**src/rtl/if_id_pipe.sv**
```systemverilog
// ---------------------------------------------------------------------------
// if_id_pipe
//   Elastic IF->ID pipeline register with a two-slot skid buffer. The main
//   slot drives the decode-side outputs. The skid slot catches the one
//   instruction that fetch may hand over in the same cycle decode stalls.
//   An EX misprediction flush kills both slots. It also drops whatever
//   fetch offers in that cycle.
//
// Ports
//   clk, rst_n      clock, asynchronous active-low reset
//   in_valid/ready  fetch-side handshake; in_ready comes from flops only
//   in_pc, in_inst, in_pred_pc, in_bht, in_br_detect
//                   fetched instruction and its prediction metadata
//   out_valid/ready decode-side handshake
//   out_pc, out_inst, out_pred_pc, out_bht, out_br_detect, out_is_rvc
//                   main-slot payload
//   flush           synchronous kill of all buffered instructions
//   occupancy       number of valid slots (0..2)
//   flush_count     saturating count of flush cycles that killed something
// ---------------------------------------------------------------------------
module if_id_pipe #(
  parameter int XLEN  = 32,
  parameter int BHT_W = 2,
  parameter int CNT_W = 16
) (
  input  logic             clk,
  input  logic             rst_n,
  input  logic             in_valid,
  output logic             in_ready,
  input  logic [XLEN-1:0]  in_pc,
  input  logic [XLEN-1:0]  in_inst,
  input  logic [XLEN-1:0]  in_pred_pc,
  input  logic [BHT_W-1:0] in_bht,
  input  logic             in_br_detect,
  output logic             out_valid,
  input  logic             out_ready,
  output logic [XLEN-1:0]  out_pc,
  output logic [XLEN-1:0]  out_inst,
  output logic [XLEN-1:0]  out_pred_pc,
  output logic [BHT_W-1:0] out_bht,
  output logic             out_br_detect,
  output logic             out_is_rvc,
  input  logic             flush,
  output logic [1:0]       occupancy,
  output logic [CNT_W-1:0] flush_count
);

  // Payload layout: {pc, inst, pred_pc, bht, br_detect, is_rvc}
  localparam int PW = 3 * XLEN + BHT_W + 2;

  localparam int OFF_RVC  = 0;
  localparam int OFF_BR   = 1;
  localparam int OFF_BHT  = 2;
  localparam int OFF_PRED = OFF_BHT + BHT_W;
  localparam int OFF_INST = OFF_PRED + XLEN;
  localparam int OFF_PC   = OFF_INST + XLEN;

  logic             r_main_valid;
  logic             r_skid_valid;
  logic [PW-1:0]    r_main_pay;
  logic [PW-1:0]    r_skid_pay;
  logic [CNT_W-1:0] r_flush_cnt;

  logic             w_in_rvc;
  logic [PW-1:0]    w_in_pay;
  logic             w_accept;
  logic             w_emit;
  logic             w_kill;
  logic             w_cnt_sat;

  // RVC is decided once, from the raw encoding, when the instruction is accepted.
  assign w_in_rvc = (in_inst[1:0] != 2'b11);
  assign w_in_pay = {in_pc, in_inst, in_pred_pc, in_bht, in_br_detect, w_in_rvc};

  // in_ready depends only on the skid flop. This keeps decode's out_ready
  // off the fetch-side timing path.
  assign in_ready  = ~r_skid_valid;
  assign out_valid = r_main_valid & ~flush;

  assign w_accept  = in_valid & ~r_skid_valid & ~flush;
  assign w_emit    = out_valid & out_ready;
  assign w_kill    = flush & (r_main_valid | r_skid_valid);
  assign w_cnt_sat = &r_flush_cnt;

  // -------------------------------------------------------------------------
  // Slot valid bits
  // -------------------------------------------------------------------------
  always_ff @(posedge clk or negedge rst_n) begin
    if (!rst_n) begin
      r_main_valid <= 1'b0;
      r_skid_valid <= 1'b0;
    end else if (flush) begin
      r_main_valid <= 1'b0;
      r_skid_valid <= 1'b0;
    end else if (!r_main_valid) begin
      // The skid slot is never valid while main is empty.
      r_main_valid <= w_accept;
    end else if (w_emit) begin
      if (r_skid_valid) begin
        r_skid_valid <= 1'b0;
      end else begin
        r_main_valid <= w_accept;
      end
    end else if (w_accept) begin
      r_skid_valid <= 1'b1;
    end
  end

  // -------------------------------------------------------------------------
  // Payload registers. They are not cleared on flush, so stale data may remain.
  // -------------------------------------------------------------------------
  always_ff @(posedge clk or negedge rst_n) begin
    if (!rst_n) begin
      r_main_pay <= '0;
      r_skid_pay <= '0;
    end else if (!flush) begin
      if (!r_main_valid) begin
        if (w_accept) begin
          r_main_pay <= w_in_pay;
        end
      end else if (w_emit) begin
        if (r_skid_valid) begin
          r_main_pay <= r_skid_pay;
        end else if (w_accept) begin
          r_main_pay <= w_in_pay;
        end
      end else if (w_accept) begin
        r_skid_pay <= w_in_pay;
      end
    end
  end

  // -------------------------------------------------------------------------
  // Flush counter: counts only flush cycles that killed something, and
  // saturates instead of wrapping.
  // -------------------------------------------------------------------------
  always_ff @(posedge clk or negedge rst_n) begin
    if (!rst_n) begin
      r_flush_cnt <= '0;
    end else if (w_kill && !w_cnt_sat) begin
      r_flush_cnt <= r_flush_cnt + {{(CNT_W-1){1'b0}}, 1'b1};
    end
  end

  assign out_pc        = r_main_pay[OFF_PC   +: XLEN];
  assign out_inst      = r_main_pay[OFF_INST +: XLEN];
  assign out_pred_pc   = r_main_pay[OFF_PRED +: XLEN];
  assign out_bht       = r_main_pay[OFF_BHT  +: BHT_W];
  assign out_br_detect = r_main_pay[OFF_BR];
  assign out_is_rvc    = r_main_pay[OFF_RVC];

  assign occupancy   = {1'b0, r_main_valid} + {1'b0, r_skid_valid};
  assign flush_count = r_flush_cnt;

endmodule

```
**config.mk**
```make
export PLATFORM = sky130hd
export DESIGN_NAME = if_id_pipe
export DESIGN_NICKNAME = d
export VERILOG_FILES = /design/src/rtl/if_id_pipe.sv
export SDC_FILE = /design/constraint.sdc
export NUM_CORES = 1
export LEC_CHECK = 0
export CORE_ASPECT_RATIO = 2
export CORE_MARGIN = 10
export CORE_UTILIZATION = 30
export CTS_CLUSTER_DIAMETER = 120
export DETAILED_ROUTE_END_ITERATION = 10
export HOLD_SLACK_MARGIN = 0.08
export PLACE_DENSITY = 0.61
export SLEW_MARGIN = 20
export SYNTH_ARGS = -nofsm -noshare
export SYNTH_HDL_FRONTEND = slang
export SYNTH_SLANG_ARGS = --single-unit
```
**constraint.sdc**
```tcl
create_clock -name clk -period 4.3 [get_ports clk]
set_input_delay 0.86 -clock clk [delete_from_list [all_inputs] [get_ports clk]]
set_output_delay 0.86 -clock clk [all_outputs]
set_load 0.02 [all_outputs]
```
==> impl_metrics.yaml <==
sta:
  fin_crit_sh_pct: 74.2
  maxClockFrequency_mhz: 313
  final-setup-viol-count: 0
  slew_at_the_pin_with_the_worst_max_slew_slack_ns: 0.893
  rsz0062_at_grt: "no"
  worst_slew_margin_rel_pct: 40.5
  post-route-min-period_ns: 3.19
  clock-skew-final_ns: 0.0156
  finalHoldViolations: 0
  final-max-slew-violation-count: 0
  fin_setup_tns_ns: 0
placement:
  buffer_ports.inserted: 223
  post-dp-hpwl_mm: 18.1
  gp_congestion: 0.763
routing:
  remaining_drc_errors: 0
  antenna_left: 0
  detail_route.iter0.violations: 276
  detail_route.wirelength_mm: 28.0
  detail_route.wl_per_cell_um: 22.6
  routed-via-count: 6363
  detail_route.first_pass.iterations: 7
  detail_route.vias_per_cell: 5.12
worst_setup_path:
  worst_ep_arrival_time_ns: 2.33
  timing.critical_path.fanout_max: 7
  worstRegToRegCells: 6
  timing.setup.critical_path_class: "in -> out"
  regToRegSetupSlack_ns: 1.98
  endpoint_kind: "primary output"
  crit-reg2reg-capture: "flush_count[11]"
  timing.critical_path.required_ns: 3.44
  start_kind: "input pin"
  crit_top_cell: "sky130_fd_sc_hd__clkdlybuf4s50_1"
  critical_path.n_buffers_inverters: 2
  critical_path.slowest_cell: "sky130_fd_sc_hd__clkdlybuf4s50_1"
  crit_family: "buffers and inverters"
  reg2reg_from: "r_main_valid"
  worstPathCellList: "clkdlybuf4s50_1 -> nor2_1 -> clkdlybuf4s50_1"
  cp_slowest_stage_delay_ns: 0.65
logic_synthesis:
  synthCells: 651
  synthesis.nets: 758
  synth_top_cell_area_share_pct: 58.7
  synthDistinctLibCells: 38
  synth_area_um2: 9290
  ys_ff_latch: 218
  synthesis.area_per_instance_um2: 14.3
  yosysSeqAreaShare_pct: 58.7
  synthesis.yosys.warnings: 0
  synth_area_leaders: "sky130_fd_sc_hd__dfrtp_1 (59%), sky130_fd_sc_hd__mux2_4 (16%), sky130_fd_sc_hd__a2bb2oi_1 (9.4%), sky130_fd_sc_hd__o22ai_1 (6.7%), sky130_fd_sc_hd__clkbuf_1 (1.3%)"
  synth_largest_area_cell: "sky130_fd_sc_hd__dfrtp_1"
floorplan:
  floorplan.die_area_um2: 38800
  initial_util_pct: 30.2
  row_count: 91
  io_pins: 224
  die_h_um: 269
  die-width_um: 144
  core_region_area_um2: 30700
clock_tree:
  htree_num_levels: 1
  clock_sink_count: 218
  cts_resized: 0
  clk_pin_slew_worst_paths_ns: 0.06
  clockRootBuffer: "sky130_fd_sc_hd__clkbuf_16"
  cts_setup_buffers: 0
  cts-root-to-sink-buffers: 3
  cts_tree: "yes"
  holdBufCountCts: 0
  cts_made_buffers: 22
  worst_skew_pair_latency_ns: 0.51
global_route:
  overflow_after_grt: 0
  track_usage_pct: 14.2
  grt_max_degree: 104
  antenna_found_initial: 4
  grt_first_pass_wirelength_mm: 43.3
  grt_pass1_vias: 6998
outcome:
  outcome: "finished, final reports clean"
finish:
  drive_above_1_share_pct: 18.6
  synthToLayoutAreaGrowth_pct: 36.3
  filler_cell_count: 2890
  layout_common_cells: "sky130_fd_sc_hd__clkdlybuf4s50_1 (222), sky130_fd_sc_hd__dfrtp_1 (218), sky130_fd_sc_hd__o22ai_1 (100), sky130_fd_sc_hd__a2bb2oi_1 (100), sky130_fd_sc_hd__mux2_4 (100)"
  post_layout_net_count: 960
  mostFrequentLayoutCell: "sky130_fd_sc_hd__clkdlybuf4s50_1"
  fin_util_pct: 41.2
power:
  power_density_nw_per_um2: 562
  power.static_leakage_uw: 0.00553
  max-vdd-ir-drop_mv: 0.337
job:
  maxCapViolations: 0
min_path:
  min_path_type: "in -> async"
-- state kept, by name (all words and copies together), names as in the netlist --
| name | cells |
|---|---|
| r_skid_valid | 1 |
| r_main_pay | 100 |
| r_main_valid | 1 |
| flush_count | 16 |
| r_skid_pay | 100 |
-- power by group --
part | switching, uW | leakage, uW | internal, uW
Combinational | 879 | 0.00261 | 1210
Sequential | 388 | 0.00255 | 2620
Clock | 831 | 0.000371 | 1180
Total | 2100 | 0.00553 | 5010
-- layer usage --
metal	global-route usage, %	part of all wire, %	up-vias
met1	16.0	38	3248
met3	2.42	4.5	46
li1	-	-	2902
met4	6.75	3.5	0
met5	0	0	-
met2	25.1	54	167
-- worst max path at each step --
stage / start / to / slack (ns) / cells past startpoint
2_1_floorplan: flush / out_valid / 2.27 / 1
3_3_place_gp: flush / r_skid_pay[22] / 1.02 / 6
3_5_place_dp: flush / r_skid_pay[21] / 1.03 / 6
4_1_cts: flush / out_valid / 1.09 / 3
5_1_grt: flush / out_valid / 1.01 / 3
6_report: flush / out_valid / 1.11 / 3
-- per-stage QoR --
step / power (uW) / hold WS [ns] / setup slack (ns) / area [um^2] / instances
2_1_floorplan: 4120 / 0.482 / 2.27 / 9290 / 651
3_3_place_gp: 5110 / 0.491 / 1.02 / 11900 / 1201
3_5_place_dp: 5140 / 0.493 / 1.03 / 11900 / 1201
4_1_cts: 7210 / 0.325 / 1.09 / 12600 / 1239
5_1_grt: 7440 / 0.360 / 1.01 / 12700 / 1243
6_report: 7110 / 0.306 / 1.11 / 12700 / 1243
-- cells by family (layout without fill, tap and decap cells) --
logic type	after synthesis	after routing	synth area share [%]
DFF	218	218	58.7
AOI/OAI and AO/OA	212	212	17.2
muxes	103	103	16.5
buffers and inverters	62	278	3.49
and+or+nand+nor	43	43	2.64
xor gates and xnor gates	10	10	0.943
adders and majority gates	3	3	0.404
other	0	4	0
-- area by class of cell --
| type | count | area (um^2) | area share (%) |
|---|---|---|---|
| multi-input cells | 371 | 3560 | 28.1 |
| diodes | 4 | 10.0 | 0.0791 |
| inverters | 7 | 26.3 | 0.208 |
| clock buffers | 31 | 656 | 5.18 |
| clock inverters | 7 | 88.8 | 0.702 |
| repair buffers | 233 | 2400 | 19.0 |
| flip-flops and latches | 218 | 5460 | 43.1 |
| well taps | 372 | 465 | 3.68 |
-- worst register-to-register path: cells and delay by family (launching register included) --
kind	cells	cell delay [ns]
adders and majority gates	1	0.27
DFF	1	0.52
buffers and inverters	1	0.15
and+or+nand+nor	3	0.96
muxes	1	0.33
-- synthesized netlist by cell type (all sizes together) --
cell	instances
clkbuf	33
dfrtp	218
o21a	1
o41ai	1
a211oi	1
nor3	2
nand2	8
nor4	2
or3	1
a211o	1
nand4	5
xor2	3
nor2b	1
xnor2	7
or2	1
and4	1
o22a	1
ha	3
a21oi	3
buf	22
nand2b	1
nand4b	2
o22ai	100
nor2	10
o21ai	2
a21boi	1
inv	7
nand3	8
a2bb2oi	100
or4	1
o31ai	1
mux2	103
Power figures use the tool's default switching activity.
